==> config.mk <==
export PLATFORM = sky130hd
export DESIGN_NAME = vga_sync_gen
export DESIGN_NICKNAME = d
export VERILOG_FILES = /design/src/rtl/vga_timing_pkg.sv /design/src/rtl/sync_delay_line.sv /design/src/rtl/vga_sync_gen.sv
export SDC_FILE = /design/constraint.sdc
export NUM_CORES = 1
export LEC_CHECK = 0
export CORE_ASPECT_RATIO = 0.7
export CORE_MARGIN = 2
export CORE_UTILIZATION = 40
export DETAILED_ROUTE_END_ITERATION = 10
export SYNTH_ARGS = -nofsm -noshare
export SYNTH_HDL_FRONTEND = slang
export SYNTH_SLANG_ARGS = --single-unit
==> constraint.sdc <==
create_clock -name CLK -period 4.4 [get_ports CLK]
set_input_delay 0.88 -clock CLK [delete_from_list [all_inputs] [get_ports CLK]]
set_output_delay 0.88 -clock CLK [all_outputs]
set_load 0.03 [all_outputs]
==> src/rtl/vga_timing_pkg.sv <==
`default_nettype none
// ============================================================================
// Module  : vga_timing_pkg
// Brief   : 640x480@60 timing constants and shared sync-bundle types.
// Revision: 1.0 - initial release
// ============================================================================
package vga_timing_pkg;

  localparam int VGA_H_DISPLAY = 640;
  localparam int VGA_H_FRONT   = 16;
  localparam int VGA_H_SYNC    = 96;
  localparam int VGA_H_BACK    = 48;
  localparam int VGA_H_TOTAL   = VGA_H_DISPLAY + VGA_H_FRONT + VGA_H_SYNC + VGA_H_BACK;

  localparam int VGA_V_DISPLAY = 480;
  localparam int VGA_V_FRONT   = 10;
  localparam int VGA_V_SYNC    = 2;
  localparam int VGA_V_BACK    = 33;
  localparam int VGA_V_TOTAL   = VGA_V_DISPLAY + VGA_V_FRONT + VGA_V_SYNC + VGA_V_BACK;

  localparam int VGA_COUNT_W   = 10;

  typedef logic [VGA_COUNT_W-1:0] vga_count_t;

  typedef struct packed {
    logic hsync;
    logic vsync;
    logic video_on;
  } vga_sync_t;

  // Syncs are active-low, so the idle bundle keeps them high with video blanked.
  localparam vga_sync_t VGA_SYNC_IDLE = '{hsync: 1'b1, vsync: 1'b1, video_on: 1'b0};

endpackage
`default_nettype wire

==> src/rtl/sync_delay_line.sv <==
`default_nettype none
// ============================================================================
// Module  : sync_delay_line
// Brief   : WIDTH-bit, DEPTH-stage shift register with a reset pattern.
// Revision: 1.0 - initial release
// ============================================================================
module sync_delay_line #(
  parameter int               WIDTH     = 3,
  parameter int               DEPTH     = 2,
  parameter logic [WIDTH-1:0] RESET_VAL = '0
) (
  input  logic             CLK,
  input  logic             RESET_N,
  input  logic [WIDTH-1:0] din,
  output logic [WIDTH-1:0] dout
);

  logic [WIDTH-1:0] r_stage [DEPTH];

  always_ff @(posedge CLK or negedge RESET_N) begin
    if (!RESET_N) begin
      for (int i = 0; i < DEPTH; i++) begin
        r_stage[i] <= RESET_VAL;
      end
    end else begin
      r_stage[0] <= din;
      for (int i = 1; i < DEPTH; i++) begin
        r_stage[i] <= r_stage[i-1];
      end
    end
  end

  assign dout = r_stage[DEPTH-1];

endmodule
`default_nettype wire

==> src/rtl/vga_sync_gen.sv <==
`default_nettype none
// ============================================================================
// Module  : vga_sync_gen
// Brief   : VGA pixel tick, h/v counters, syncs and delayed sync copies.
// Revision: 1.0 - initial release
// ============================================================================
module vga_sync_gen
  import vga_timing_pkg::*;
#(
  parameter int H_DISPLAY  = VGA_H_DISPLAY,
  parameter int H_FRONT    = VGA_H_FRONT,
  parameter int H_SYNC     = VGA_H_SYNC,
  parameter int H_BACK     = VGA_H_BACK,
  parameter int V_DISPLAY  = VGA_V_DISPLAY,
  parameter int V_FRONT    = VGA_V_FRONT,
  parameter int V_SYNC     = VGA_V_SYNC,
  parameter int V_BACK     = VGA_V_BACK,
  parameter int SYNC_DELAY = 2
) (
  input  logic       CLK,
  input  logic       RESET_N,
  output logic       p_tick,
  output logic [9:0] pix_x,
  output logic [9:0] pix_y,
  output logic       video_on,
  output logic       hsync,
  output logic       vsync,
  output logic       hsync_d,
  output logic       vsync_d,
  output logic       video_on_d,
  output logic       frame_start
);

  localparam int         c_h_total  = H_DISPLAY + H_FRONT + H_SYNC + H_BACK;
  localparam int         c_v_total  = V_DISPLAY + V_FRONT + V_SYNC + V_BACK;
  localparam vga_count_t c_h_last   = vga_count_t'(c_h_total - 1);
  localparam vga_count_t c_v_last   = vga_count_t'(c_v_total - 1);
  localparam vga_count_t c_h_disp   = vga_count_t'(H_DISPLAY);
  localparam vga_count_t c_v_disp   = vga_count_t'(V_DISPLAY);
  localparam vga_count_t c_hs_first = vga_count_t'(H_DISPLAY + H_FRONT);
  localparam vga_count_t c_hs_last  = vga_count_t'(H_DISPLAY + H_FRONT + H_SYNC - 1);
  localparam vga_count_t c_vs_first = vga_count_t'(V_DISPLAY + V_FRONT);
  localparam vga_count_t c_vs_last  = vga_count_t'(V_DISPLAY + V_FRONT + V_SYNC - 1);

  logic [1:0] r_presc;
  vga_count_t r_h_count;
  vga_count_t r_v_count;
  logic       r_video_on;
  logic       r_hsync;
  logic       r_vsync;
  logic       r_frame_start;

  logic       w_tick;
  logic       w_h_last;
  logic       w_v_last;
  vga_count_t w_h_next;
  vga_count_t w_v_next;
  vga_sync_t  w_sync_now;
  vga_sync_t  w_sync_dly;

  assign w_tick   = (r_presc == 2'd3);
  assign w_h_last = (r_h_count == c_h_last);
  assign w_v_last = (r_v_count == c_v_last);

  always_comb begin
    w_h_next = r_h_count;
    w_v_next = r_v_count;
    if (w_tick) begin
      w_h_next = w_h_last ? '0 : r_h_count + vga_count_t'(1);
      if (w_h_last) begin
        w_v_next = w_v_last ? '0 : r_v_count + vga_count_t'(1);
      end
    end
  end

  // Syncs and blanking come from the next-state counts so they move on the
  // same edge as pix_x/pix_y instead of one pixel late.
  always_ff @(posedge CLK or negedge RESET_N) begin
    if (!RESET_N) begin
      r_presc       <= 2'd0;
      r_h_count     <= '0;
      r_v_count     <= '0;
      r_video_on    <= 1'b0;
      r_hsync       <= 1'b1;
      r_vsync       <= 1'b1;
      r_frame_start <= 1'b0;
    end else begin
      r_presc       <= r_presc + 2'd1;
      r_h_count     <= w_h_next;
      r_v_count     <= w_v_next;
      r_video_on    <= (w_h_next < c_h_disp) && (w_v_next < c_v_disp);
      r_hsync       <= !((w_h_next >= c_hs_first) && (w_h_next <= c_hs_last));
      r_vsync       <= !((w_v_next >= c_vs_first) && (w_v_next <= c_vs_last));
      r_frame_start <= w_tick && w_h_last && w_v_last;
    end
  end

  assign w_sync_now = '{hsync: r_hsync, vsync: r_vsync, video_on: r_video_on};

  sync_delay_line #(
    .WIDTH     ($bits(vga_sync_t)),
    .DEPTH     (SYNC_DELAY),
    .RESET_VAL (VGA_SYNC_IDLE)
  ) u_sync_delay (
    .CLK     (CLK),
    .RESET_N (RESET_N),
    .din     (w_sync_now),
    .dout    (w_sync_dly)
  );

  assign p_tick      = w_tick;
  assign pix_x       = r_h_count;
  assign pix_y       = r_v_count;
  assign video_on    = r_video_on;
  assign hsync       = r_hsync;
  assign vsync       = r_vsync;
  assign frame_start = r_frame_start;
  assign hsync_d     = w_sync_dly.hsync;
  assign vsync_d     = w_sync_dly.vsync;
  assign video_on_d  = w_sync_dly.video_on;

endmodule
`default_nettype wire

==> results.txt <==
Synth cell types: 47
Worst-Skew Late Latency: 0.28 ns
EDFF count, synth: 0
Status: completed
Die ar.: 4820 µm²
Syn avg cell area: 10.23 µm²
Post-route minimum period: 2.621 ns
Die H: 58.69 µm
Max VDD drop: 222.0 µV
Cells on worst reg2reg path: 6
Routed WL: 3710 µm
Reg clk slew, reported paths: 0.07 ns
Register area share after synthesis: 0.4729
Max Clk Rate: 0.3815 GHz
Ys async rst share: 1.000
CP Class: reg -> out
Largest area contributor in the netlist: dfrtp_1
Initial antenna violation count: 0
Endpoints failing setup: 0
Setup TNS: 0 ns
Post-DR vias/cell: 5.567
Top post-synthesis cells by area: dfrtp_1, dfstp_2, xnor2_1
Synth top area share: 0.3807
Min-Delay Endpoint: u_sync_delay.dout[2]
Overall Global Routing Usage: 0.1715
Num Clock Sinks: 32
Top FF cell, synth: dfrtp_1
Synth warn: 0
Detailed Route Iter0 Violations: 118
Largest net degree at the start of global routing: 33
DP HPWL: 2592 µm
# IOs: 30
GR Overflow Total: 0
Static leakage: 0.8265 nW
Clock root buffer: clkbuf_8
Htree depth: 2
Skew final: 0.006426 ns
Area Growth Syn to Fin: 24.74%
# diodes: 0
Synthesized instance count: 167
Final slew viol count: 0
Post-CTS Resized: 0
Layout cells sized above 1: 0.1077
Mapped Area: 1709 µm²
Cell Rows: 19
Core Area: 4018 µm²
CTS tree: done
Period utilization: 0.5958
Synth Register Bits: 32
Worst r2r src: r_presc[0]
Critical path capture point type: output port
Worst Hold Class: reg -> reg
Cts-stage hold buffer count: 0
Number of global-route vias before repair: 1246
Post-layout util: 0.5307
Reg2Reg Setup Slack: 1.88 ns
Chip width: 82.13 µm
Residual DRC: 0
Final GP Congestion: 0.8170
Final Hold Vio Count: 0
Crit path max fanout: 8
Worst-Margin Slew: 0.3928 ns
First-pass GRT wire length: 6251 µm
Initial core utilization: 0.4254
Post-CTS setup buffers: 0
Worst Path Required: 3.52 ns
Crit path DAT: 1.74 ns
Fillers: 357
Hold Crit Start: u_sync_delay.r_stage[5]
DR WL/cell: 15.02 µm
Clock Path Buffers: 2
Buffers added on ports: 29
CP Launch Type: register
Via count: 1375
Reg-to-reg endpoint: video_on
Post-synth net total: 173
Power Density: 269.7 nW/µm²
Layout Nets: 200
Max_slew headroom: 0.7357
Final ANT Viol Nets: 0
Hold depth: 0
TritonCTS buffer count: 5
RSZ-0062 raised after global routing: false
Detailed Routing Iterations Pass 1: 4
Max-Cap Viols: 0
flip-flops by register name, indices dropped and copies added, names as in the netlist:
register and flops:
video_on 1, u_sync_delay.dout 3, vsync 1, pix_x 10, hsync 1, r_presc 2
pix_y 10, frame_start 1, u_sync_delay.r_stage 3
kinds of logic after synthesis:
logic type      after synthesis  share of synthesized area
simple gates                 70                     0.2526
buf+inv                      16                    0.04319
flops                        32                     0.4729
mux                           4                    0.02343
xor+xnor                     12                    0.06149
compound gates               29                     0.1171
fa+ha+maj                     4                    0.02928
power breakdown:
part / switching (W) / internal [W]
clock network: 0.000106 / 0.000168
registers: 0 / 0.000294
logic: 0.00000555 / 0.00000136
total: 0.000111 / 0.000464
cells in the mapped netlist, types with 2 or more instances:
cell type / n
nor2_1: 10
nor4b_1: 2
a21oi_1: 4
inv_1: 5
nand4b_1: 3
clkbuf_1: 5
xnor2_1: 6
nand2_1: 12
dfrtp_1: 26
mux2i_1: 4
dfstp_2: 6
o21ai_0: 9
nand3_1: 6
buf_2: 5
o31ai_1: 3
nor4_1: 3
and2_1: 4
nand4_1: 7
nor3_1: 5
xor2_1: 6
ha_1: 4
and3_1: 3
nand2b_1: 2
or4_1: 2
o21bai_1: 3
critical path: stages, from the launching register on:
cell and delay [ns]:
dfrtp_1 0.36, ha_1 0.36, clkdlybuf4s50_1 0.74
layout make-up:
cell class / instances / area (µm²) / share of cell area
Sequential cell: 32 / 808.3 / 0.3791
Inverter: 5 / 18.77 / 0.008803
Tap cell: 52 / 65.06 / 0.03052
Multi-Input combinational cell: 119 / 827.0 / 0.3879
Clock buffer: 6 / 72.57 / 0.03404
Timing Repair Buffer: 31 / 305.3 / 0.1432
Clock inverter: 2 / 35.03 / 0.01643
worst max path at each step:
| stage | slack (ns) | end | startpoint |
|---|---|---|---|
| 6_report | 1.78 | p_tick | r_presc[0] |
| 5_1_grt | 1.73 | p_tick | r_presc[0] |
| 4_1_cts | 1.78 | p_tick | r_presc[0] |
| 3_5_place_dp | 1.93 | video_on | r_presc[0] |
| 3_3_place_gp | 1.99 | video_on | r_presc[0] |
| 2_1_floorplan | 1.76 | video_on | r_presc[0] |
per-stage QoR:
step                total power, W  hold WS (ns)  instances  area, µm²  worst slack (ns)
floorplan                0.0002998        0.3312        167       1709             1.756
global placement         0.0003069        0.3424        239       2024             1.989
detailed placement       0.0003072        0.3498        239       2024             1.932
CTS                      0.0005849        0.3595        247       2132             1.779
global route             0.0005998        0.3651        247       2132             1.733
finish                   0.0005750        0.3572        247       2132             1.779
cell usage in the layout, fill, tap and decap left out, types with 2 or more instances in the layout:
cell and instances:
o31ai_1 3, or4_1 2, o21ai_0 9, buf_4 2
inv_1 5, clkbuf_8 5, nand2b_1 2, o21bai_1 3
nand4_1 7, and3_1 3, ha_1 4, xnor2_1 6
nand2_1 12, xor2_1 6, nand3_1 6, clkdlybuf4s50_1 29
nor2_1 10, nor4_1 3, dfrtp_1 26, nor3_1 5
and2_1 4, dfstp_2 6, mux2i_1 4, nand4b_1 3
a21oi_1 4, nor4b_1 2
per-layer routing:
metal  vias to the layer above  global-route usage  wire length [µm]
li1                        669                   -                 -
met1                       660              0.2637              1854
met2                        41              0.2381              1606
met3                         5             0.05061               218
met4                         0             0.03571                30
met5                         -                   0                 0
Power figures use the tool's default switching activity.
